===== config.mk =====
export PLATFORM = sky130hd
export DESIGN_NAME = ram_arbiter
export DESIGN_NICKNAME = d
export VERILOG_FILES = /design/src/rtl/ram_arbiter_pkg.sv /design/src/rtl/ram_arb_tag_pipe.sv /design/src/rtl/ram_arbiter.sv
export SDC_FILE = /design/constraint.sdc
export NUM_CORES = 1
export LEC_CHECK = 0
export CORE_MARGIN = 2
export CORE_UTILIZATION = 35
export DETAILED_ROUTE_END_ITERATION = 16
export PLACE_DENSITY = 0.82
export RECOVER_POWER = 50
export SKIP_LAST_GASP = 1
export SYNTH_ARGS = -nofsm -noshare
export SYNTH_HDL_FRONTEND = slang
export SYNTH_SLANG_ARGS = --single-unit

===== constraint.sdc =====
create_clock -name Clk -period 3.2 [get_ports Clk]
set_clock_uncertainty 0.2 [all_clocks]
set_input_delay 0.48 -clock Clk [delete_from_list [all_inputs] [get_ports Clk]]
set_output_delay 0.48 -clock Clk [all_outputs]
set_load 0.03 [all_outputs]

===== src/rtl/ram_arbiter_pkg.sv =====
// rtl/ram_arbiter_pkg.sv - shared types and defaults for the RAM arbiter
package ram_arbiter_pkg;

    // Requester identifiers; REQ_NONE marks an idle cycle.
    typedef enum logic [1:0] {
        REQ_LDR  = 2'd0,
        REQ_DAT  = 2'd1,
        REQ_INS  = 2'd2,
        REQ_NONE = 2'd3
    } req_id_e;

    // Bus ownership: shared arbitration or locked to the loader.
    typedef enum logic {
        OWN_SHARED = 1'b0,
        OWN_LDR    = 1'b1
    } owner_e;

    // One entry of the read-return tracking pipe.
    typedef struct packed {
        logic    valid;
        req_id_e id;
    } tag_t;

    localparam int RAM_LAT_DEF    = 1;
    localparam int STARVE_MAX_DEF = 4;

endpackage


===== src/rtl/ram_arb_tag_pipe.sv =====
// rtl/ram_arb_tag_pipe.sv - read-return tag shift register matching the RAM latency
//
// Ports:
//   clk      in   rising-edge clock
//   resetn   in   asynchronous active-low clear (drops in-flight reads)
//   push     in   tag for this cycle's access ({1,id} on a granted read, else invalid)
//   pop      out  tag of the read whose data is on the RAM output this cycle
module ram_arb_tag_pipe
    import ram_arbiter_pkg::*;
#(
    parameter int DEPTH = RAM_LAT_DEF
) (
    input  logic clk,
    input  logic resetn,
    input  tag_t push,
    output tag_t pop
);

    tag_t stage [DEPTH];

    always_ff @(posedge clk or negedge resetn) begin
        if (!resetn) begin
            for (int i = 0; i < DEPTH; i++) begin
                stage[i] <= '{valid: 1'b0, id: REQ_LDR};
            end
        end else begin
            stage[0] <= push;
            for (int i = 1; i < DEPTH; i++) begin
                stage[i] <= stage[i-1];
            end
        end
    end

    assign pop = stage[DEPTH-1];

endmodule


===== src/rtl/ram_arbiter.sv =====
// rtl/ram_arbiter.sv - single-port RAM arbiter for loader, data port and instruction fetch
//
// Ports:
//   Clk, Reset                         clock, asynchronous active-low reset
//   Ldr_Req/Lock/We/Addr/Wdata -> Ldr_Gnt, Ldr_Rvalid   program loader (can lock the bus)
//   Dat_Req/We/Addr/Wdata      -> Dat_Gnt, Dat_Rvalid   controller data port
//   Ins_Req/Addr               -> Ins_Gnt, Ins_Rvalid   instruction fetch (read-only)
//   Rdata                      shared read data (Mem_Rdata passed through)
//   Mem_En/We/Addr/Wdata       RAM access, one per cycle
//   Mem_Rdata                  RAM read data, RAM_LAT cycles after a read strobe
module ram_arbiter
    import ram_arbiter_pkg::*;
#(
    parameter int ADDR_W     = 8,
    parameter int DATA_W     = 16,
    parameter int RAM_LAT    = RAM_LAT_DEF,
    parameter int STARVE_MAX = STARVE_MAX_DEF
) (
    input  logic              Clk,
    input  logic              Reset,
    input  logic              Ldr_Req,
    input  logic              Ldr_Lock,
    input  logic              Ldr_We,
    input  logic [ADDR_W-1:0] Ldr_Addr,
    input  logic [DATA_W-1:0] Ldr_Wdata,
    output logic              Ldr_Gnt,
    output logic              Ldr_Rvalid,
    input  logic              Dat_Req,
    input  logic              Dat_We,
    input  logic [ADDR_W-1:0] Dat_Addr,
    input  logic [DATA_W-1:0] Dat_Wdata,
    output logic              Dat_Gnt,
    output logic              Dat_Rvalid,
    input  logic              Ins_Req,
    input  logic [ADDR_W-1:0] Ins_Addr,
    output logic              Ins_Gnt,
    output logic              Ins_Rvalid,
    output logic [DATA_W-1:0] Rdata,
    output logic              Mem_En,
    output logic              Mem_We,
    output logic [ADDR_W-1:0] Mem_Addr,
    output logic [DATA_W-1:0] Mem_Wdata,
    input  logic [DATA_W-1:0] Mem_Rdata
);

    localparam int STARVE_W = $clog2(STARVE_MAX + 1);
    localparam logic [STARVE_W-1:0] STARVE_LIM = STARVE_W'(STARVE_MAX);

    owner_e              owner_q, owner_d;
    logic [STARVE_W-1:0] starve_q, starve_d;
    logic [ADDR_W-1:0]   last_addr_q;
    logic [DATA_W-1:0]   last_wdata_q;

    req_id_e             winner;
    logic                sel_we;
    logic [ADDR_W-1:0]   sel_addr;
    logic [DATA_W-1:0]   sel_wdata;
    logic                ins_promoted;
    tag_t                push_tag, pop_tag;

    assign ins_promoted = (starve_q >= STARVE_LIM);

    // Winner selection and the matching RAM request. Reset gates everything so
    // no grant can leak out while Reset is low even though requests are live.
    always_comb begin
        winner    = REQ_NONE;
        sel_we    = 1'b0;
        sel_addr  = last_addr_q;
        sel_wdata = last_wdata_q;

        if (Reset) begin
            if (owner_q == OWN_LDR) begin
                if (Ldr_Req) winner = REQ_LDR;
            end else if (Ldr_Req) begin
                winner = REQ_LDR;
            end else if (ins_promoted && Ins_Req) begin
                winner = REQ_INS;
            end else if (Dat_Req) begin
                winner = REQ_DAT;
            end else if (Ins_Req) begin
                winner = REQ_INS;
            end
        end

        unique case (winner)
            REQ_LDR: begin
                sel_we    = Ldr_We;
                sel_addr  = Ldr_Addr;
                sel_wdata = Ldr_Wdata;
            end
            REQ_DAT: begin
                sel_we    = Dat_We;
                sel_addr  = Dat_Addr;
                sel_wdata = Dat_Wdata;
            end
            REQ_INS: begin
                // Fetch carries no write data; the write-data bus keeps its last value.
                sel_addr  = Ins_Addr;
            end
            default: ;
        endcase
    end

    // Owner lock: taken by a locked loader grant, released the first cycle
    // Ldr_Lock is seen low (so the other ports win from the following cycle).
    always_comb begin
        owner_d = owner_q;
        unique case (owner_q)
            OWN_SHARED: if (winner == REQ_LDR && Ldr_Lock) owner_d = OWN_LDR;
            OWN_LDR:    if (!Ldr_Lock) owner_d = OWN_SHARED;
            default:    owner_d = OWN_SHARED;
        endcase
    end

    // Starvation counter for fetch; saturates so promotion persists until served.
    always_comb begin
        starve_d = '0;
        if (Ins_Req && winner != REQ_INS) begin
            starve_d = (starve_q == STARVE_LIM) ? starve_q : starve_q + 1'b1;
        end
    end

    always_ff @(posedge Clk or negedge Reset) begin
        if (!Reset) begin
            owner_q      <= OWN_SHARED;
            starve_q     <= '0;
            last_addr_q  <= '0;
            last_wdata_q <= '0;
        end else begin
            owner_q  <= owner_d;
            starve_q <= starve_d;
            if (winner != REQ_NONE) begin
                last_addr_q  <= sel_addr;
                last_wdata_q <= sel_wdata;
            end
        end
    end

    always_comb begin
        push_tag.valid = (winner != REQ_NONE) && !sel_we;
        push_tag.id    = winner;
    end

    ram_arb_tag_pipe #(
        .DEPTH (RAM_LAT)
    ) u_tag_pipe (
        .clk    (Clk),
        .resetn (Reset),
        .push   (push_tag),
        .pop    (pop_tag)
    );

    assign Ldr_Gnt    = (winner == REQ_LDR);
    assign Dat_Gnt    = (winner == REQ_DAT);
    assign Ins_Gnt    = (winner == REQ_INS);

    assign Mem_En     = (winner != REQ_NONE);
    assign Mem_We     = Mem_En && sel_we;
    assign Mem_Addr   = sel_addr;
    assign Mem_Wdata  = sel_wdata;

    assign Ldr_Rvalid = pop_tag.valid && (pop_tag.id == REQ_LDR);
    assign Dat_Rvalid = pop_tag.valid && (pop_tag.id == REQ_DAT);
    assign Ins_Rvalid = pop_tag.valid && (pop_tag.id == REQ_INS);
    assign Rdata      = Mem_Rdata;

endmodule


# Yosys cells after proc, flatten, opt, wreduce, memory -nomap -nowiden
# Index checks and enable logic that the tools add are counted.
# word_totals
ff_bits,31
latch_bits,0
mem_count,0
ram_bits,0
elab_cells,43
romBits,0
in_bits,80
out_inout_bits,48
# classes
n_shift,0
order_cmp,1
multipliers,0
addsub,1
div,0
mux,15
reduce_logical,11
eq_ne,8
bitwise,1
# ops
operator,n
$pmux 16 s2,1
$pmux 8 s3,1
$mux 2,6
$logic_and 1x1->1,8
$mux 3,2
$ne 2x2->1 const B,3
$eq 2x1->1 const B,2
$eq 2x2->1 const B,2
$logic_not 2->1,2
$pmux 1 s2,2
$add 3x1->3 const B,1
$eq 3x3->1 const B,1
$ge 3x3->1 const B,1
$mux 1,3
$logic_not 1->1,1
$not 1->1,1

# Depth between registers and ports, before layout
# depth
word_depth,10
ltp_mapped,6

# By module
# Synthesis repeated with hierarchy kept, for this count alone.
# hier_totals
hier_cells,222
area_unflattened_um2,2042.0
# by_module_without_submodules
module,n_inst,seq_area_each_um2,area_per_inst_um2,cells_each
ram_arbiter,1,700.7,1966.9,219
ram_arb_tag_pipe,1,75.1,75.1,3

# Least setup slack after synthesis
# OpenSTA, ideal clock, no wires.
# synth_timing
path_type,input to output
start,input port Ldr_Req
end,output port Mem_Addr[0]
required_ns,2.520
stages,6
n_path_buf,2
arrival_time_ns,2.100
path_slack_ns,0.420
path_cell_list,buf_2 -> inv_1 -> buf_2 -> a21oi_2 -> nor2_1 -> a41oi_1
# synth_via
elab_chain_len,5
word_cells_on_any_way,8
cone_classes,eq/ne (2); mux (5); reduce/logical (1)
# synth_rtl
element,line,source
start: declaration,ram_arbiter.sv:21,"input logic Ldr_Req,"
$mux 2 (on tied branches),"ram_arbiter.sv:74, ram_arbiter.sv:73",
$mux 2 (*),ram_arbiter.sv:72,if (owner_q == OWN_LDR) begin
$mux 2 (*),ram_arbiter.sv:71,if (Reset) begin
$eq 2x2->1 (tied with other cells),ram_arbiter.sv:85,unique case (winner)
$pmux 8 s3 (*),ram_arbiter.sv:85,
end: declaration,ram_arbiter.sv:41,"output logic [ADDR_W-1:0] Mem_Addr,"
# Mark *: on every way between the ends. The rest lies on a longest branch, timed or not.

# Final worst setup path
# layout_timing
start,input port Ldr_Req
end,output port Mem_Addr[1]
# The elaborated chain is that of the path after synthesis.

==> results.ini <==
[power_and_ir_drop]
switching_share_pct=32.88
power.share.clock_pct=27.1
switching_power_uw=410.1
peakVddDrop_mv=0.2861
powerDensity_mw_per_mm2=439.3
intPower_uw=837.2
pwr-share-comb_pct=35.8
leakage_uw=0.001164
seqPwrFrac_pct=37.2
total_power_uw=1247

[cells_and_area]
n_antenna_cell=0
drive_above_1_share_pct=20.21
layout.nets=373
synthToLayoutAreaGrowth_pct=48.88

[critical_path]
critPathKind=in -> out
worstPathMaxFanout=9
slowest_stage=nor4b_4
path_cells=clkdlybuf4s50_1, nor4b_4, nand2_1, a41oi_1, buf_4
end_kind=primary output
worstPathRequired_ns=2.52
critPathLaunchType=input pin
critPathArrivalTime_ns=2.34
slowest_delay_ns=0.64

[detailed_routing]
drt_iter0_markers=47
vias=1855
remaining_drc_errors=0
drt-wirelength-per-cell_um=13.94
finalWirelength_um=5046
ant_nets=0
vias_per_cell=5.124
first_pass_iters=4

[clock_tree]
clockBufferDepth=2
cts_sinks=31
htree_levels=2
postCtsSetupBuffers=0
cts_made_buffers=5
cts_hold_buf=0
cts_resized=0
clk_latency_ns=0.28
root_buffer=clkbuf_8
path_clk_slew_ns=0.06
cts_tree=yes

[synthesis]
yosysSeqAreaShare_pct=40.68
async_flop_share_pct=100.0
avgSynthCellArea_um2=9.167
yosysTopAreaCell=dfrtp_1
yosys-top-cells-area=dfrtp_1 (41%), o21ai_0 (10%), a41oi_1 (7.3%)
ys_ff_latch=31
synth_cell_types=34
synth_edf_count=0
synthCells=208
yosysWarnings=0
synth.cell_area_mm2=0.001907
syn-num-nets=290
synth_top_area_share_pct=40.68
synth_ff_type=dfrtp_1
synthTopCellsByCount=o21ai_0 (39), dfrtp_1 (31), inv_1 (21)
yosysMostFrequentCell=o21ai_0

[global_route]
grt_pass1_wl_um=7976
grt_overflow=0
grt_start_max_net_pins=50
first_global_vias=1811
grt_usage_pct=16.91
grt_antenna_before_repair=0

[min_path]
min_path_type=in -> async

[timing]
setup_viol=0
rsz0062_at_grt=no
finalSetupTns_ns=0
final.min_clock_period_ns=3.017
slew_violations=0
slew_headroom_pct=60.15
post-route-period-util_pct=94.29
hold_violations=0
fmax_mhz=331.4
worstMarginPinSlew_ns=0.5953

[job]
drv_cap=0

[placed_design]
port_buffers=95
dp_hpwl_um=3826
gp_congestion=0.7821

[run_status]
status=finished clean

[floorplanning]
initial_core_util_pct=36.87
die_y_um=77.81
fp.dieW_um=77.81
core_area_mm2=0.005172
row_count=26
io_pins=128
die_area_mm2=0.006054

critical path, delay by kind of cell:
kind / cells / cell delay (ns)
AND/OR/NAND/NOR: 2 / 0.83
buffers and inverters: 2 / 0.78
AO/OA/AOI/OAI: 1 / 0.25
state kept, by name (all words and copies together) (netlist names):
signal,count
u_tag_pipe.pop,3
last_addr_q,8
starve_q,3
last_wdata_q,16
owner_q,1
per-layer routing:
metal / track usage (%) / routed length, um
met5: 0 / 0
met4: 9.286 / 142
met3: 5.233 / 524
met2: 28.71 / 2298
met1: 18.73 / 2081
layout make-up:
cell class / instances / area [um2]
clock buffer: 8 / 100.1
fill: 508 / 2333
inverter: 22 / 85.08
multi-input combinational: 129 / 869.6
sequential: 31 / 775.7
tap: 70 / 87.58
timing repair buffer: 102 / 920.9
through the flow:
step	cell area [um2]	hold WS, ns	utilization [%]	std cells	worst slack (ns)
after floorplan	1907	-0.01559	-	208	0.4201
after global placement	2739	0.3130	52.95	354	0.1793
after detailed placement	2739	0.3223	52.95	354	0.09194
after CTS	2839	0.1779	54.89	362	0.09406
after global routing	2839	0.3305	54.89	362	0.07029
final	2839	0.2756	54.89	362	0.1827
worst paths after layout:
kind	start	end	slack, ns	cells past startpoint
max in group asynchronous	Reset	last_wdata_q[1]	2.15	2
min in group Clk	last_wdata_q[10]	last_wdata_q[10]	0.34	2
min reg2reg	last_wdata_q[10]	last_wdata_q[10]	0.34	2
min	Reset	owner_q	0.28	2
max	Ldr_Req	Mem_Addr[1]	0.18	5
max reg2reg	starve_q[2]	last_addr_q[1]	1.21	4
power groups by stage:
| stage | logic [uW] | clock network, uW | registers [uW] |
|---|---|---|---|
| after global placement | 440 | 0 | 469 |
| after global routing | 482 | 365 | 470 |
| after detailed placement | 449 | 0 | 471 |
| after CTS | 450 | 348 | 464 |
| final | 446 | 337 | 464 |
| after floorplan | 289 | 0 | 464 |
cells in the final DEF, fill, tap and decap left out, types with 3 or more instances in the layout:
| cell | instances |
|---|---|
| buf_4 | 35 |
| clkdlybuf4s50_1 | 65 |
| a22oi_1 | 8 |
| clkbuf_8 | 7 |
| a22oi_2 | 8 |
| nor2_1 | 12 |
| nand2_1 | 19 |
| inv_1 | 21 |
| dfrtp_1 | 31 |
| a41oi_1 | 16 |
| clkbuf_1 | 3 |
| o21ai_0 | 39 |
cell families (layout without fill, tap and decap cells):
logic type / count (synthesis) / count (layout) / share of synthesized area [%]
AOI/OAI and AO/OA: 83 / 83 / 32.35
buffers and inverters: 48 / 132 / 13.98
and+or+nand+nor: 43 / 43 / 11.22
DFF: 31 / 31 / 40.68
adders and majority gates: 2 / 2 / 1.312
xor gates and xnor gates: 1 / 1 / 0.4594
(Power assumes the default switching activity.)
